File: src/rtl/des_block_packer.sv
// Packs an 8-bit byte stream into 64-bit DES blocks (bit 1 = MSB), padding a short final block.
// Latency: last byte at edge N -> m_valid from N+1; a second block waits in asm_q and stalls s_ready.
module des_block_packer #(
  parameter logic [7:0] PAD_BYTE  = 8'h00,
  parameter bit         MSB_FIRST = 1'b1
) (
  input  logic        clk,
  input  logic        rst,
  input  logic [7:0]  s_data,
  input  logic        s_valid,
  output logic        s_ready,
  input  logic        s_last,
  output logic [1:64] m_data,
  output logic        m_valid,
  input  logic        m_ready,
  output logic        m_padded
);

  logic [2:0]  cnt_q;
  logic [63:0] asm_q;
  logic        pad_q;
  logic        pending_q;
  logic [63:0] out_q;
  logic        out_pad_q;
  logic        vld_q;

  logic [63:0] blk;
  logic        accept;
  logic        complete;
  logic        out_free;
  logic        blk_padded;

  // Bit offset (in a [63:0] view) of the low bit of byte slot k.
  function automatic int slot_lo(input int k);
    return MSB_FIRST ? (56 - 8 * k) : (8 * k);
  endfunction

  assign s_ready    = !rst && !pending_q;
  assign accept     = s_valid && s_ready;
  assign complete   = accept && ((cnt_q == 3'd7) || s_last);
  assign out_free   = !vld_q || m_ready;
  assign blk_padded = s_last && (cnt_q != 3'd7);

  // Current assembly with the incoming byte merged and, on s_last, the tail padded.
  always_comb begin
    blk = asm_q;
    blk[slot_lo(int'(cnt_q)) +: 8] = s_data;
    if (s_last) begin
      for (int k = 0; k < 8; k++) begin
        if (k > int'(cnt_q)) blk[slot_lo(k) +: 8] = PAD_BYTE;
      end
    end
  end

  always_ff @(posedge clk or posedge rst) begin
    if (rst) begin
      cnt_q     <= 3'd0;
      asm_q     <= 64'd0;
      pad_q     <= 1'b0;
      pending_q <= 1'b0;
      out_q     <= 64'd0;
      out_pad_q <= 1'b0;
      vld_q     <= 1'b0;
    end else begin
      if (vld_q && m_ready) vld_q <= 1'b0;

      if (pending_q && out_free) begin
        out_q     <= asm_q;
        out_pad_q <= pad_q;
        vld_q     <= 1'b1;
        pending_q <= 1'b0;
      end

      // accept implies !pending_q, so this never collides with the move above.
      if (accept) begin
        if (complete) begin
          cnt_q <= 3'd0;
          if (out_free) begin
            out_q     <= blk;
            out_pad_q <= blk_padded;
            vld_q     <= 1'b1;
          end else begin
            asm_q     <= blk;
            pad_q     <= blk_padded;
            pending_q <= 1'b1;
          end
        end else begin
          asm_q <= blk;
          cnt_q <= cnt_q + 3'd1;
        end
      end
    end
  end

  assign m_data   = out_q;
  assign m_valid  = vld_q;
  assign m_padded = out_pad_q;

endmodule
File: config.mk
export PLATFORM = sky130hd
export DESIGN_NAME = des_block_packer
export DESIGN_NICKNAME = d
export VERILOG_FILES = /design/src/rtl/des_block_packer.sv
export SDC_FILE = /design/constraint.sdc
export NUM_CORES = 1
export LEC_CHECK = 0
export BUFFER_PORTS_ARGS = -buffer_cell sky130_fd_sc_hd__buf_2
export CORE_MARGIN = 4
export CORE_UTILIZATION = 40
export DETAILED_ROUTE_END_ITERATION = 7
export GPL_TIMING_DRIVEN = 0
export REMOVE_ABC_BUFFERS = 1
export SLEW_MARGIN = 20
export SYNTH_ARGS = -nofsm -noshare
export SYNTH_HDL_FRONTEND = slang
export SYNTH_SLANG_ARGS = --single-unit
File: constraint.sdc
create_clock -name clk -period 4.9 [get_ports clk]
set_input_delay 0.735 -clock clk [delete_from_list [all_inputs] [get_ports clk]]
set_output_delay 0.735 -clock clk [all_outputs]
set_load 0.05 [all_outputs]
==> results.py, run 1 <==
metrics = {
    "logic_synthesis": {
        "synth_seq_cells": 135,
        "synth_top_area_cell": "dfrtp_1",
        "ys_types": 40,
        "ys_warn_count": 0,
        "synth_compound_area_frac": 0.179,
        "synth_top_area_share": 0.505,
        "synthMuxAreaShare": 0.110,
        "synth-edff-count": 0,
        "avgSynthCellArea_um2": 9.87,
        "synth_fa_ha_area_frac": 0.0112,
        "synth_flop_cell": "dfrtp_1",
        "netlist_area_um2": 6690,
        "yosys.area_share.simple": 0.150,
        "synth_xor_area_frac": 0,
        "synthCells": 677,
        "synth_area_leaders": "dfrtp_1 51%, mux2i_1 11%, o21ai_0 5.2%",
        "async_flop_share": 1.00,
        "ys_seq_area_frac": 0.505,
        "synth_top_family_by_area": "compound AO/OA/AOI/OAI gates",
    },
    "timing": {
        "tightest_slew_ns": 1.01,
        "min_period_over_period": 0.752,
        "relSlewSlack": 0.323,
        "post-route-min-period_ns": 3.68,
        "setup_ws_ns": 1.22,
        "rsz0062_at_grt": "no",
        "setup_viol_count_final": 0,
        "max_freq_mhz": 271,
        "slew_violations": 0,
        "hold_violations": 0,
        "fin_skew_ns": 0.00877,
    },
    "worst_setup_path": {
        "crit_required_ns": 5.16,
        "cpPeakStageDelay_ns": 0.78,
        "worst_path_max_delay_cell": "dfrtp_1",
        "setup.worst_path.start": "cnt_q[0]",
        "critPathMostFrequentCell": "ha_1",
        "start_kind": "flip-flop",
        "end_kind": "flip-flop",
        "critPathMaxFanout": 21,
        "worst-setup-path-type": "flip-flop to flip-flop",
        "cp_cell_sequence": "ha_1, ha_1, nor2_1, nor3_4, buf_8, buf_16, nor2b_1, a221oi_1",
        "cp.arrival_ns": 3.94,
        "critPathBufInv": 2,
        "cp_top_family": "simple AND/OR/NAND/NOR gates",
        "r2r-start": "cnt_q[0]",
    },
    "grt": {
        "met1_usage": 0.271,
        "track_usage": 0.201,
        "use_met2": 0.317,
        "gr-usage-met3": 0.0387,
        "grt-ovfl-total": 0,
        "grt_pass1_vias": 5460,
        "grt_max_degree": 80,
        "grt_antenna_before_repair": 0,
        "grt_pass1_wl_mm": 29.3,
        "grt_busiest_layer": "met2",
    },
    "floorplan": {
        "fp.coreArea_um2": 16500,
        "die_area_um2": 18800,
        "fp-row-count": 47,
        "io_pins": 80,
        "dieHeight_um": 137,
        "initial_core_util": 0.406,
        "die_x_um": 137,
    },
    "clocking": {
        "clock-sinks": 135,
        "cts_buffers": 17,
        "clk_pin_slew_ns": 0.06,
        "cts_buffer_depth": 2,
        "cts_tree": "yes",
        "ctsHoldBuffers": 0,
        "cts_setup_buffers": 0,
        "htreeDepth": 4,
        "cts-resized-gates": 0,
        "cts-root-buf": "clkbuf_16",
        "insertion_delay_ns": 0.42,
    },
    "detailed_routing": {
        "first_iter_violations": 433,
        "drc": 0,
        "ant_nets": 0,
        "routed_via_density": 5.74,
        "wl_mm": 18.6,
        "wire_per_inst_um": 19.3,
        "drt_first_pass_iters": 5,
        "vias": 5537,
    },
    "final_layout": {
        "syn_to_final_growth_pct": 19.6,
        "stdcell_area_um2": 8000,
        "n_antenna_cell": 0,
        "drive_above_1_share": 0.179,
        "fin_cells": 965,
        "finalNetCount": 751,
    },
    "pwr": {
        "p_switching_w": 0.00136,
        "power_density_nw_per_um2": 478,
        "p_leak_nw": 3.63,
        "max-vdd-ir-drop_v": 0.000281,
        "internal-power_w": 0.00247,
        "seq_power_share": 0.371,
        "clockPowerShare": 0.361,
        "power_frac_comb": 0.268,
        "switching_share": 0.355,
        "total_power_w": 0.00383,
    },
    "placed_design": {
        "port_buffers": 79,
        "placedInstanceArea_um2": 7350,
        "dp_slack_ns": 1.32,
        "routabilityCongestion": 0.804,
        "place_inst": 933,
        "dp_hpwl_mm": 11.9,
    },
    "flow_run": {
        "cap_viol_max_count": 0,
    },
    "min_path": {
        "hold_path_class": "input pin to async pin",
    },
    "outcome": {
        "status": "finished, final reports clean",
    },
}
## routing by layer
metal	vias to the layer above	routed length, µm
li1	2564	-
met1	2747	8310
met2	186	8820
met3	40	956
met4	0	523
met5	-	0
## metrics by stage
| step | hold WS, ns | TNS, ns | utilization |
|---|---|---|---|
| 2_1_floorplan | 0.450 | -3.53 | - |
| 3_3_place_gp | 0.464 | -325.59 | 0.433 |
| 3_5_place_dp | 0.470 | 0 | 0.446 |
| 4_1_cts | 0.377 | 0 | 0.485 |
| 5_1_grt | 0.398 | 0 | 0.486 |
| 6_report | 0.361 | 0 | 0.486 |
## cells in the mapped netlist, types with 9 or more instances
master	instances
a211oi_1	25
a21o_1	10
a21oi_1	29
a31oi_1	9
and2_1	23
and3_1	38
buf_2	21
clkbuf_1	24
dfrtp_1	135
inv_1	18
mux2i_1	72
nand2_1	82
nand3_1	12
nor3_1	19
o21ai_0	69
o22ai_1	32
## kinds of logic (layout without fill, tap and decap cells)
family | after synthesis | count (layout)
DFF | 135 | 135
adders and majority gates | 6 | 6
and+or+nand+nor | 197 | 197
muxes | 73 | 73
buffers and inverters | 69 | 137
AOI/OAI and AO/OA | 197 | 197
## area by class of cell
| cell class | count | area, µm² |
|---|---|---|
| inverter | 18 | 75.1 |
| sequential | 135 | 3380 |
| tap | 220 | 275 |
| fill | 1526 | 8470 |
| multi-input combinational | 473 | 3050 |
| clock buffer | 20 | 467 |
| clock inverter | 12 | 173 |
| timing repair buffer | 87 | 578 |
## flip-flops by register name, summed over array words and instances (netlist names)
signal,flops
m_valid,1
cnt_q,3
asm_q,64
pending_q,1
m_padded,1
pad_q,1
m_data,64
## power by group through the flow
stage	clock (W)	combinational (W)	sequential (W)
final	0.00138	0.00102	0.00142
after global routing	0.00145	0.00111	0.00144
after CTS	0.00140	0.00103	0.00142
after detailed placement	0	0.00102	0.00144
after global placement	0	0.000987	0.00143
after floorplan	0	0.000392	0.00177
## worst paths after layout
kind / end / slack [ns] / depth (start not counted)
min in group clk: asm_q[59] / 0.48 / 2
hold / removal: asm_q[5] / 0.36 / 2
setup reg to reg: m_data[3] / 1.22 / 8
setup / recovery: m_data[3] / 1.22 / 8
max in group asynchronous: m_data[37] / 3.81 / 3
hold reg to reg: asm_q[59] / 0.48 / 2
## cells in the final DEF (no fill, tap or decap), drive strengths merged, types with 2 or more instances in the layout
cell and instances:
a211oi 25, a21o 10, a21oi 30, a221oi 8, a22o 8, a31oi 9, and2 23, and3 39
buf 87, bufinv 4, clkbuf 20, clkinv 5, clkinvlp 2, dfrtp 135, ha 6, inv 19
mux2i 72, nand2 82, nand2b 2, nand3 12, nor2 6, nor2b 4, nor3 20, nor3b 2
o21ai 74, o22ai 32, or2 2, or3b 2
Power figures use the tool's default switching activity.
==> inputs of run 2 (changes only) <==
==> constraint.sdc (replaced) <==
create_clock -name clk -period 3.1 [get_ports clk]
set_input_delay 0.465 -clock clk [delete_from_list [all_inputs] [get_ports clk]]
set_output_delay 0.465 -clock clk [all_outputs]
set_load 0.05 [all_outputs]
==> run 2 against run 1 <==
  * Combinational power up 59%
  * Routed wire length down 0.56%
  * First-iteration DRC count down 8.3%
  * Clock-buffer cell count unchanged
  * Clock power up 58%
  * Die area unchanged
  * Worst hold slack worse by 0.26 ns
  * Sequential power up 58%
  * Clock skew up 0.0018 ns
  * Largest cell class unchanged
==> results.py, run 2 (same netlist as run 1, synthesis figures left out) <==
metrics = {
    "outcome": {
        "status": "finished, final reports clean",
    },
    "timing": {
        "post-route-min-period_ns": 2.94,
        "setup_ws_ns": 0.163,
        "max_freq_mhz": 341,
        "relSlewSlack": 0.337,
        "tightest_slew_ns": 0.993,
        "min_period_over_period": 0.947,
        "hold_violations": 0,
        "slew_violations": 0,
        "setup_viol_count_final": 0,
        "rsz0062_at_grt": "no",
        "fin_skew_ns": 0.0106,
    },
    "pwr": {
        "max-vdd-ir-drop_v": 0.000436,
        "clockPowerShare": 0.361,
        "switching_share": 0.355,
        "p_switching_w": 0.00214,
        "internal-power_w": 0.00390,
        "power_frac_comb": 0.268,
        "seq_power_share": 0.371,
        "p_leak_nw": 3.64,
        "power_density_nw_per_um2": 754,
    },
    "worst_setup_path": {
        "critPathMostFrequentCell": "ha_1",
        "r2r-start": "cnt_q[0]",
        "critPathMaxFanout": 21,
        "r2r_cells": 8,
        "critPathBufInv": 2,
        "r2r_end": "m_data[8]",
        "crit_required_ns": 3.41,
        "worst-setup-path-type": "flip-flop to flip-flop",
        "cp_cell_sequence": "ha_1, ha_1, nor2_1, nor3_4, buf_8, buf_16, a21o_1, a221oi_1",
        "crit_cells": 8,
        "end_kind": "flip-flop",
        "cp_top_family": "simple AND/OR/NAND/NOR gates",
        "cpPeakStageDelay_ns": 0.56,
        "start_kind": "flip-flop",
        "cp.arrival_ns": 3.24,
        "r2r_setup_slack_ns": 0.16,
        "worst_path_max_delay_cell": "nor2_1",
    },
    "final_layout": {
        "layout_common_cells": "134 x dfrtp_1, 82 x nand2_1, 79 x buf_2, 72 x mux2i_1, 69 x o21ai_0",
        "syn_to_final_growth_pct": 19.8,
        "n_antenna_cell": 0,
        "final_common_cell": "dfrtp_1",
        "drive_above_1_share": 0.182,
        "fillers": 1524,
        "finalNetCount": 752,
        "stdcell_area_um2": 8010,
    },
    "flow_run": {
        "cap_viol_max_count": 0,
    },
    "detailed_routing": {
        "routed_via_density": 5.74,
        "wl_mm": 18.5,
        "vias": 5545,
        "drc": 0,
        "first_iter_violations": 397,
        "ant_nets": 0,
        "wire_per_inst_um": 19.1,
        "drt_first_pass_iters": 7,
    },
    "placed_design": {
        "dp_slack_ns": -0.481,
        "routabilityCongestion": 0.804,
        "placedInstanceArea_um2": 7350,
        "port_buffers": 79,
        "dp_hpwl_mm": 11.9,
    },
    "grt": {
        "grt_pass1_wl_mm": 29.3,
        "grt_pass1_vias": 5459,
        "track_usage": 0.201,
        "grt_max_degree": 80,
        "grt_antenna_before_repair": 0,
        "grt-ovfl-total": 0,
    },
    "floorplan": {
        "io_pins": 80,
        "fp.coreArea_um2": 16500,
        "fp-row-count": 47,
        "die_x_um": 137,
        "dieHeight_um": 137,
        "initial_core_util": 0.406,
        "die_area_um2": 18800,
    },
    "clocking": {
        "htreeDepth": 4,
        "cts_buffers": 17,
        "ctsHoldBuffers": 0,
        "cts_buffer_depth": 2,
        "clk_pin_slew_ns": 0.06,
        "clock-sinks": 135,
        "insertion_delay_ns": 0.42,
        "cts_tree": "yes",
        "cts-root-buf": "clkbuf_16",
    },
    "min_path": {
        "hold_path_class": "input pin to async pin",
    },
}
## run 2: cell count changes in the layout (fill, tap and decap cells not counted), sizes merged
cell	previous run	this run
buf	87	88
## run 2: worst max path at each step
| stage | end | start | slack, ns |
|---|---|---|---|
| 2_1_floorplan | m_data[17] | cnt_q[0] | -2.01 |
| 4_1_cts | m_data[8] | cnt_q[1] | 0.12 |
| 3_5_place_dp | m_data[8] | cnt_q[0] | -0.48 |
| 6_report | m_data[8] | cnt_q[0] | 0.16 |
| 5_1_grt | m_data[8] | cnt_q[0] | 0.02 |
| 3_3_place_gp | m_data[17] | cnt_q[0] | -4.91 |
## run 2: layer usage
metal	track usage	routed length, µm
met1	0.271	8220
met2	0.317	8770
met3	0.0387	1000
met4	0.0848	502
met5	0	0
## run 2: what timing repair did
action,CTS,global route
pin swaps,1,0
cloned,0,0
buffers inserted,1,0
setup endpoints to repair,43,8
endpoints found under the hold margin,0,0
gates resized for setup,1,1
## run 2: power by group through the flow
stage	sequential (W)	clock [W]	combinational, W
floorplan	0.00280	0	0.000619
global placement	0.00225	0	0.00156
detailed placement	0.00227	0	0.00161
CTS	0.00224	0.00221	0.00162
global route	0.00228	0.00229	0.00175
finish	0.00224	0.00218	0.00162
## run 2: area by class of cell
class                           instances  area [µm²]  area share
Clock buffer                           20         467      0.0583
Sequential cell                       135        3380       0.422
Tap cell                              220         275      0.0344
Clock inverter                         12         173      0.0216
Timing Repair Buffer                   88         586      0.0731
Inverter                               18        75.1     0.00938
Multi-Input combinational cell        473        3050       0.381
## run 2: stage by stage
stage                     cells  total power (W)  hold WS [ns]   util  TNS [ns]
after global placement      925          0.00381         0.464  0.433   -749.94
after global routing        966          0.00631         0.128  0.486         0
after detailed placement    933          0.00388         0.470  0.446     -6.87
final                       966          0.00604         0.101  0.486         0
after CTS                   966          0.00608         0.107  0.486         0
after floorplan             626          0.00342         0.450      -   -282.87
## run 2: worst reg2reg max path, stage by stage, from the launching register on
cell and delay [ns]:
dfrtp_2 0.55, ha_1 0.29, ha_1 0.34, nor2_1 0.56, nor3_4 0.11, buf_8 0.19, buf_16 0.16, a21o_1 0.29
a221oi_1 0.35
